===== config.mk =====
export PLATFORM = sky130hd
export DESIGN_NAME = seven_seg_scan
export DESIGN_NICKNAME = d
export VERILOG_FILES = /design/src/rtl/seven_seg_scan.sv
export SDC_FILE = /design/constraint.sdc
export NUM_CORES = 1
export LEC_CHECK = 0
export CELL_PAD_IN_SITES_DETAIL_PLACEMENT = 1
export CELL_PAD_IN_SITES_GLOBAL_PLACEMENT = 1
export CORE_UTILIZATION = 35
export CTS_CLUSTER_DIAMETER = 60
export DETAILED_ROUTE_END_ITERATION = 6
export PLACE_DENSITY = 0.9
export SYNTH_ARGS = -nofsm -noshare
export SYNTH_HDL_FRONTEND = slang
export SYNTH_SLANG_ARGS = --single-unit

===== constraint.sdc =====
create_clock -name clk -period 2.8 [get_ports clk]
set_input_delay 0.42 -clock clk [delete_from_list [all_inputs] [get_ports clk]]
set_output_delay 0.42 -clock clk [all_outputs]
set_load 0.01 [all_outputs]

===== src/rtl/seven_seg_scan.sv =====
// Four-digit multiplexed common-anode 7-segment driver with per-frame digit snapshot.
// Optional leading-zero blanking is enabled by defining SEVEN_SEG_LEADING_ZERO_BLANK_EN.
module seven_seg_scan #(
   parameter int REFRESH_DIV = 50000
) (
   input  logic        clk,
   input  logic        rst,
   input  logic [31:0] units,
   input  logic [31:0] tens,
   input  logic [31:0] hundreds,
   input  logic [31:0] thousands,
   input  logic        en,
   input  logic [3:0]  dp_sel,
   output logic [3:0]  an,
   output logic [6:0]  seg,
   output logic        dp_n,
   output logic        frame_done
);

   localparam int CW = $clog2(REFRESH_DIV);
   localparam logic [CW-1:0] LAST = CW'(REFRESH_DIV - 1);

   logic [CW-1:0] cnt;
   logic [1:0]    idx;
   // Units are taken straight from the input on the wrap edge, so only the
   // three upper digits need holding for the rest of the frame.
   logic [31:0]   snap1, snap2, snap3;

   logic          tick;
   logic [1:0]    nidx;
   logic [31:0]   cur;
   logic          blank;
   logic [3:0]    an_nxt;
   logic [6:0]    seg_nxt;
   logic          dp_nxt;

   function automatic logic [6:0] decode(input logic [31:0] v);
      case (v)
         32'd0:   decode = 7'b1000000;
         32'd1:   decode = 7'b1111001;
         32'd2:   decode = 7'b0100100;
         32'd3:   decode = 7'b0110000;
         32'd4:   decode = 7'b0011001;
         32'd5:   decode = 7'b0010010;
         32'd6:   decode = 7'b0000010;
         32'd7:   decode = 7'b1111000;
         32'd8:   decode = 7'b0000000;
         32'd9:   decode = 7'b0010000;
         default: decode = 7'b0111111;
      endcase
   endfunction

   always_comb begin
      tick = (cnt == LAST);
      nidx = idx + 2'd1;
      cur  = units;
      case (nidx)
         2'd1:    cur = snap1;
         2'd2:    cur = snap2;
         2'd3:    cur = snap3;
         default: cur = units;
      endcase
      blank = 1'b0;
`ifdef SEVEN_SEG_LEADING_ZERO_BLANK_EN
      case (nidx)
         2'd1:    blank = (snap1 == 32'd0) && (snap2 == 32'd0) && (snap3 == 32'd0);
         2'd2:    blank = (snap2 == 32'd0) && (snap3 == 32'd0);
         2'd3:    blank = (snap3 == 32'd0);
         default: blank = 1'b0;
      endcase
`endif
      an_nxt  = (en && !blank) ? ~(4'b0001 << nidx) : 4'b1111;
      seg_nxt = blank ? 7'b1111111 : decode(cur);
      dp_nxt  = blank ? 1'b1 : ~(dp_sel[nidx] & en);
   end

   always_ff @(posedge clk) begin
      if (rst) begin
         cnt        <= LAST;
         idx        <= 2'd3;
         snap1      <= '0;
         snap2      <= '0;
         snap3      <= '0;
         an         <= 4'b1111;
         seg        <= 7'b1111111;
         dp_n       <= 1'b1;
         frame_done <= 1'b0;
      end else begin
         frame_done <= 1'b0;
         if (tick) begin
            cnt  <= '0;
            idx  <= nidx;
            an   <= an_nxt;
            seg  <= seg_nxt;
            dp_n <= dp_nxt;
            if (idx == 2'd3) begin
               snap1      <= tens;
               snap2      <= hundreds;
               snap3      <= thousands;
               frame_done <= 1'b1;
            end
         end else begin
            cnt <= cnt + CW'(1);
         end
      end
   end

endmodule


==> results.json, run 1 <==
{
  "finClkSkew_ps": 8.20,
  "final_max_slew_viol_count": 0,
  "tightest_slew_ps": 548,
  "postSynthAreaPerCell_um2": 8.52,
  "first_global_vias": 5126,
  "rr_worst_depth": 9,
  "die_w_um": 127,
  "end_kind": "register",
  "cts_buffers": 17,
  "wl_met3_um": 922,
  "synthTopCellsByArea": "dfxtp_1 47%, nand2_1 11%, a21oi_2 6.4%, a21oi_1 5.2%, nand2_2 4.7%",
  "async_flop_share_pct": 0,
  "criticalPathCategory": "register to register",
  "cts_hold_buffers": 0,
  "ys_ff_latch": 127,
  "place_congestion": 0.863,
  "synth_cell_type_count": 40,
  "grt_max_degree": 50,
  "start_util_pct": 35.9,
  "min_path_cells": 2,
  "core_area_um2": 15200,
  "worstSetupStartpointType": "register",
  "finalNetCount": 920,
  "cts-root-buf": "clkbuf_16",
  "synth_top_area_cell": "dfxtp_1",
  "ys.warnings.count": 0,
  "report.power.total_mw": 7.76,
  "cellPowerDensity_nw_per_um2": 1020,
  "finalSetupViolations": 0,
  "maxCapViolations": 0,
  "synth_seq_area_share_pct": 46.6,
  "wl_met2_um": 7520,
  "design_area_um2": 7580,
  "ys.flop_type": "dfxtp_1",
  "wl_per_cell_um": 15.6,
  "fin_crit_ps": 2330,
  "syn-cell-area_um2": 5460,
  "worst_slack_ps": 467,
  "dp_slack_ps": 464,
  "place_area_um2": 7000,
  "rsz0062_at_grt": "no",
  "slew-limit-headroom_pct": 63.4,
  "critPathArrivalTime_ps": 2640,
  "via_count": 4918,
  "clk_pin_slew_ps": 60,
  "synth_top_area_share_pct": 46.6,
  "drt_iter0_drc": 290,
  "postSynthNetCount": 785,
  "final_cells": 977,
  "critPathRequiredTime_ps": 3100,
  "hold_path.class": "input pin to register",
  "multi_input_area_um2": 2610,
  "whs_ps": 426,
  "status": "complete, no violations",
  "io_pins": 148,
  "synth-edff-count": 0,
  "period_share_pct": 83.3,
  "area_growth_pct": 38.9,
  "cts_buffer_depth": 2,
  "muxShareOfSynthArea_pct": 1.40,
  "fin_tns_setup_ps": 0,
  "post-cts-setup-buffers": 0,
  "rows": 45,
  "fillers": 1767,
  "synthXorXnorAreaFrac_pct": 2.41,
  "drt.antenna.violating_nets": 0,
  "routed.top_layer": "met4",
  "synth_fa_ha_area_share_pct": 2.06,
  "port_buffers": 147,
  "grt_overflow": 0,
  "synth_compound_area_share_pct": 15.7,
  "syn_inst": 641,
  "met1_length_um": 6430,
  "post-route-drc-count": 0,
  "h-tree-depth": 4,
  "cts.sink_count": 127,
  "finalHoldViolCount": 0,
  "dpl.cell_count": 945,
  "antenna_found_initial": 1,
  "vias_per_cell": 5.03,
  "worstSkewPairLatency_ps": 420,
  "dp_hpwl_um": 11000,
  "dr.pass1.iters": 6,
  "die_y_um": 127,
  "path_max_fanout": 6,
  "drive_gt1_share_pct": 16.2,
  "regArea_um2": 2540,
  "peakVddDrop_uv": 487,
  "fmax_ghz": 0.429,
  "wirelength_um": 15200,
  "cts.repair.resized": 0,
  "dieArea_um2": 16100,
  "cellLeakagePower_nw": 2.65,
  "grt_use_total_pct": 19.8,
  "final_util_pct": 49.9,
  "synth_simple_gate_area_share_pct": 26.1,
  "synth_top_family_by_area": "simple AND/OR/NAND/NOR gates",
  "cts_tree": "built",
  "grt_pass1_wl_um": 24900
}
-- per-layer routing --
metal / up-vias / global-route usage (%)
met5: - / 0
met4: 0 / 8.75
met3: 28 / 6.37
met2: 127 / 34.3
met1: 2318 / 22.2
li1: 2445 / -
-- placed cells by master, fill, tap and decap left out, types with 8 or more instances in the layout --
cell	synthesis	final
ha_1	9	9
nand2_1	165	165
nand3_1	14	14
clkdlybuf4s50_1	0	146
nand2_2	41	40
dfxtp_1	127	127
a21oi_2	40	40
nor4_1	25	25
clkbuf_16	0	17
o21ai_0	20	20
a21oi_1	57	57
inv_1	12	12
nor2_1	22	22
xnor2_1	8	8
nand4_1	9	9
-- area by class of cell --
class	instances	area share, %
Antenna cell	1	0.0330
Clock buffer	20	5.76
Clock inverter	11	1.88
Inverter	12	0.594
Multi-Input combinational cell	463	34.4
Sequential cell	127	33.5
Tap cell	188	3.10
Timing Repair Buffer	155	20.7
-- cell usage after synthesis, drive strengths merged (4+ instances only) --
master  number
nor4        25
dfxtp      127
nand2      206
ha           9
inv         12
and3         6
a222oi       4
nand3       14
nor2        22
clkbuf      17
a31oi        7
nand4        9
a21oi       97
buf         22
xor2         7
xnor2        8
o21ai       20
and2         4
-- registers in the layout (all words and copies together), names as in the netlist --
name	count
an	4
idx	2
cnt	16
snap1	32
snap3	32
seg	7
dp_n	1
snap2	32
frame_done	1
-- path summary, 6_finish.rpt --
| check | start | end | slack [ps] |
|---|---|---|---|
| max | idx[0] | seg[6] | 470 |
| min | rst | snap3[7] | 430 |
| max reg2reg | idx[0] | seg[6] | 470 |
| min reg2reg | snap3[15] | snap3[15] | 450 |
-- critical path, stage by stage, from the launching register on --
cell and delay [ps]:
dfxtp_1 460, inv_1 110, ha_1 280, a222oi_1 390, mux2_2 280, inv_1 100
ha_1 210, inv_1 70, o21ai_0 80, a41o_1 230
-- power by group --
group	total, mW	internal [mW]	switching [mW]
sequential	2.64	2.31	0.328
combinational	2.94	1.22	1.72
clock	2.18	1.39	0.795
total	7.76	4.92	2.84
-- logic make-up (layout without fill, tap and decap cells) --
family,count (synthesis),in the layout
other,0,1
AOI/OAI and AO/OA,133,133
adders and majority gates,9,9
xor gates and xnor gates,15,15
muxes,6,6
and+or+nand+nor,300,300
buffers and inverters,51,198
DFF,127,127
Power figures use the tool's default switching activity.
==> run 2: changes to the inputs <==
==> constraint.sdc (replaced) <==
create_clock -name clk -period 2.3 [get_ports clk]
set_input_delay 0.345 -clock clk [delete_from_list [all_inputs] [get_ports clk]]
set_output_delay 0.345 -clock clk [all_outputs]
set_load 0.01 [all_outputs]
==> run 2 against run 1 <==
Effect of this change: sequential share of layout area decreased by 0.61 points; fmax is 6.8% higher; highest routed layer unchanged; final cell count is 0.72% higher; final area up 1.9%.
==> results.json, run 2 (synthesis gave the netlist of run 1 again) <==
{
  "final_util_pct": 50.8,
  "r2r_setup_slack_ps": 110,
  "fillers": 1734,
  "criticalPathCategory": "register to register",
  "drive_gt1_share_pct": 17.6,
  "layout_common_cells": "165 x nand2_1, 146 x clkdlybuf4s50_1, 127 x dfxtp_1",
  "antenna_found_initial": 0,
  "grt_use_total_pct": 19.6,
  "rr_worst_depth": 7,
  "io_pins": 148,
  "min_path_cells": 2,
  "vias_per_cell": 4.95,
  "fmax_ghz": 0.458,
  "cts_buffers": 17,
  "core_area_um2": 15200,
  "clk_pin_slew_ps": 60,
  "critPathRequiredTime_ps": 2630,
  "wl_per_cell_um": 15.2,
  "die_y_um": 127,
  "worstSkewPairLatency_ps": 420,
  "hold_path.class": "input pin to register",
  "worstSetupStartpointType": "register",
  "status": "complete, no violations",
  "drt.antenna.violating_nets": 0,
  "cts_hold_buffers": 0,
  "peakVddDrop_uv": 591,
  "end_kind": "register",
  "cts-root-buf": "clkbuf_16",
  "first_global_vias": 5013,
  "design_area_um2": 7720,
  "drt_iter0_drc": 245,
  "cts.sink_count": 127,
  "cellLeakagePower_nw": 2.73,
  "antenna_cells": 0,
  "maxCapViolations": 0,
  "cellPowerDensity_nw_per_um2": 1260,
  "area_growth_pct": 41.5,
  "layout_commonest_cell": "nand2_1",
  "wirelength_um": 14900,
  "place_area_um2": 7080,
  "grt_pass1_wl_um": 24400,
  "finalSetupViolations": 0,
  "report.power.total_mw": 9.75,
  "path_cells": "buf_4 > ha_1 > buf_4 > mux2_2 > a21oi_1 > nor2b_1 > a31oi_1",
  "rows": 45,
  "fin_tns_setup_ps": 0,
  "slew-limit-headroom_pct": 71.0,
  "reg.largest.list": "snap1 x32, snap2 x32, snap3 x32",
  "dr.pass1.iters": 4,
  "finalHoldViolCount": 0,
  "via_count": 4867,
  "fin_crit_ps": 2190,
  "period_share_pct": 95.0,
  "cts_buffer_depth": 2,
  "crit_cells": 7,
  "dieArea_um2": 16100,
  "start_util_pct": 35.9,
  "cp_num_buf_inv": 2,
  "critPathArrivalTime_ps": 2520,
  "port_buffers": 147,
  "rsz0062_at_grt": "no",
  "path_max_fanout": 9,
  "cts_tree": "built",
  "tightest_slew_ps": 431,
  "finClkSkew_ps": 5.72,
  "dp_hpwl_um": 11100,
  "h-tree-depth": 4,
  "finalNetCount": 927,
  "final_max_slew_viol_count": 0,
  "grt_overflow": 0,
  "crit_top_cell": "buf_4",
  "die_w_um": 127,
  "post-route-drc-count": 0,
  "grt_max_degree": 45,
  "max_stage_delay_ps": 420,
  "place_congestion": 0.873,
  "cp_slowest_cell": "mux2_2",
  "critPathTopFamily": "compound AO/OA/AOI/OAI gates"
}
-- run 2: what timing repair did --
item,4_1_cts,5_1_grt
endpoints found under the setup margin,0,1
buffers inserted,0,2
resized for setup,0,2
-- run 2: cell type report --
cell class / count / area [µm²] / area share [%]
multi-input cells: 463 / 2620 / 33.9
flip-flops and latches: 127 / 2540 / 32.9
repair buffers: 162 / 1660 / 21.4
clock buffers: 18 / 439 / 5.69
well taps: 188 / 235 / 3.05
clock inverters: 14 / 190 / 2.46
inverters: 12 / 45.0 / 0.583
-- run 2: worst paths after layout --
check              to  startpoint
max            seg[3]      idx[0]
min          snap2[8]         rst
max reg2reg    seg[3]      idx[0]
min reg2reg  snap3[5]    snap3[5]
-- run 2: power breakdown --
group	switching (mW)	internal [mW]
Combinational	2.13	1.60
Sequential	0.385	2.82
Clock	0.990	1.84
-- run 2: metal layers --
| metal | up-vias | wire [µm] | GRT usage (%) |
|---|---|---|---|
| li1 | 2462 | - | - |
| met1 | 2270 | 6410 | 22.1 |
| met2 | 120 | 7430 | 34.5 |
| met3 | 15 | 908 | 6.92 |
| met4 | 0 | 169 | 5.88 |
| met5 | - | 0 | 0 |
-- run 2: through the flow --
stage	hold WS, ps	setup slack, ps	std cells
5_1_grt	335	2.94	984
2_1_floorplan	431	265	641
3_3_place_gp	438	262	950
3_5_place_dp	446	115	950
6_report	334	114	984
4_1_cts	316	108	982
==> run 3: changes to the inputs <==
--- a/config.mk
+++ b/config.mk
@@ -5,6 +5,7 @@
 export SDC_FILE = /design/constraint.sdc
 export NUM_CORES = 1
 export LEC_CHECK = 0
+export CAP_MARGIN = 25
 export CELL_PAD_IN_SITES_DETAIL_PLACEMENT = 1
 export CELL_PAD_IN_SITES_GLOBAL_PLACEMENT = 1
 export CORE_UTILIZATION = 35
==> constraint.sdc (replaced) <==
create_clock -name clk -period 2.3 [get_ports clk]
set_input_delay 0.345 -clock clk [delete_from_list [all_inputs] [get_ports clk]]
set_output_delay 0.345 -clock clk [all_outputs]
set_load 0.02 [all_outputs]
==> results of run 3 <==
Same layout as run 2 (identical final DEF). Status: complete, no violations.
Among the figures that moved: total power 9.75 mW -> 9.78 mW
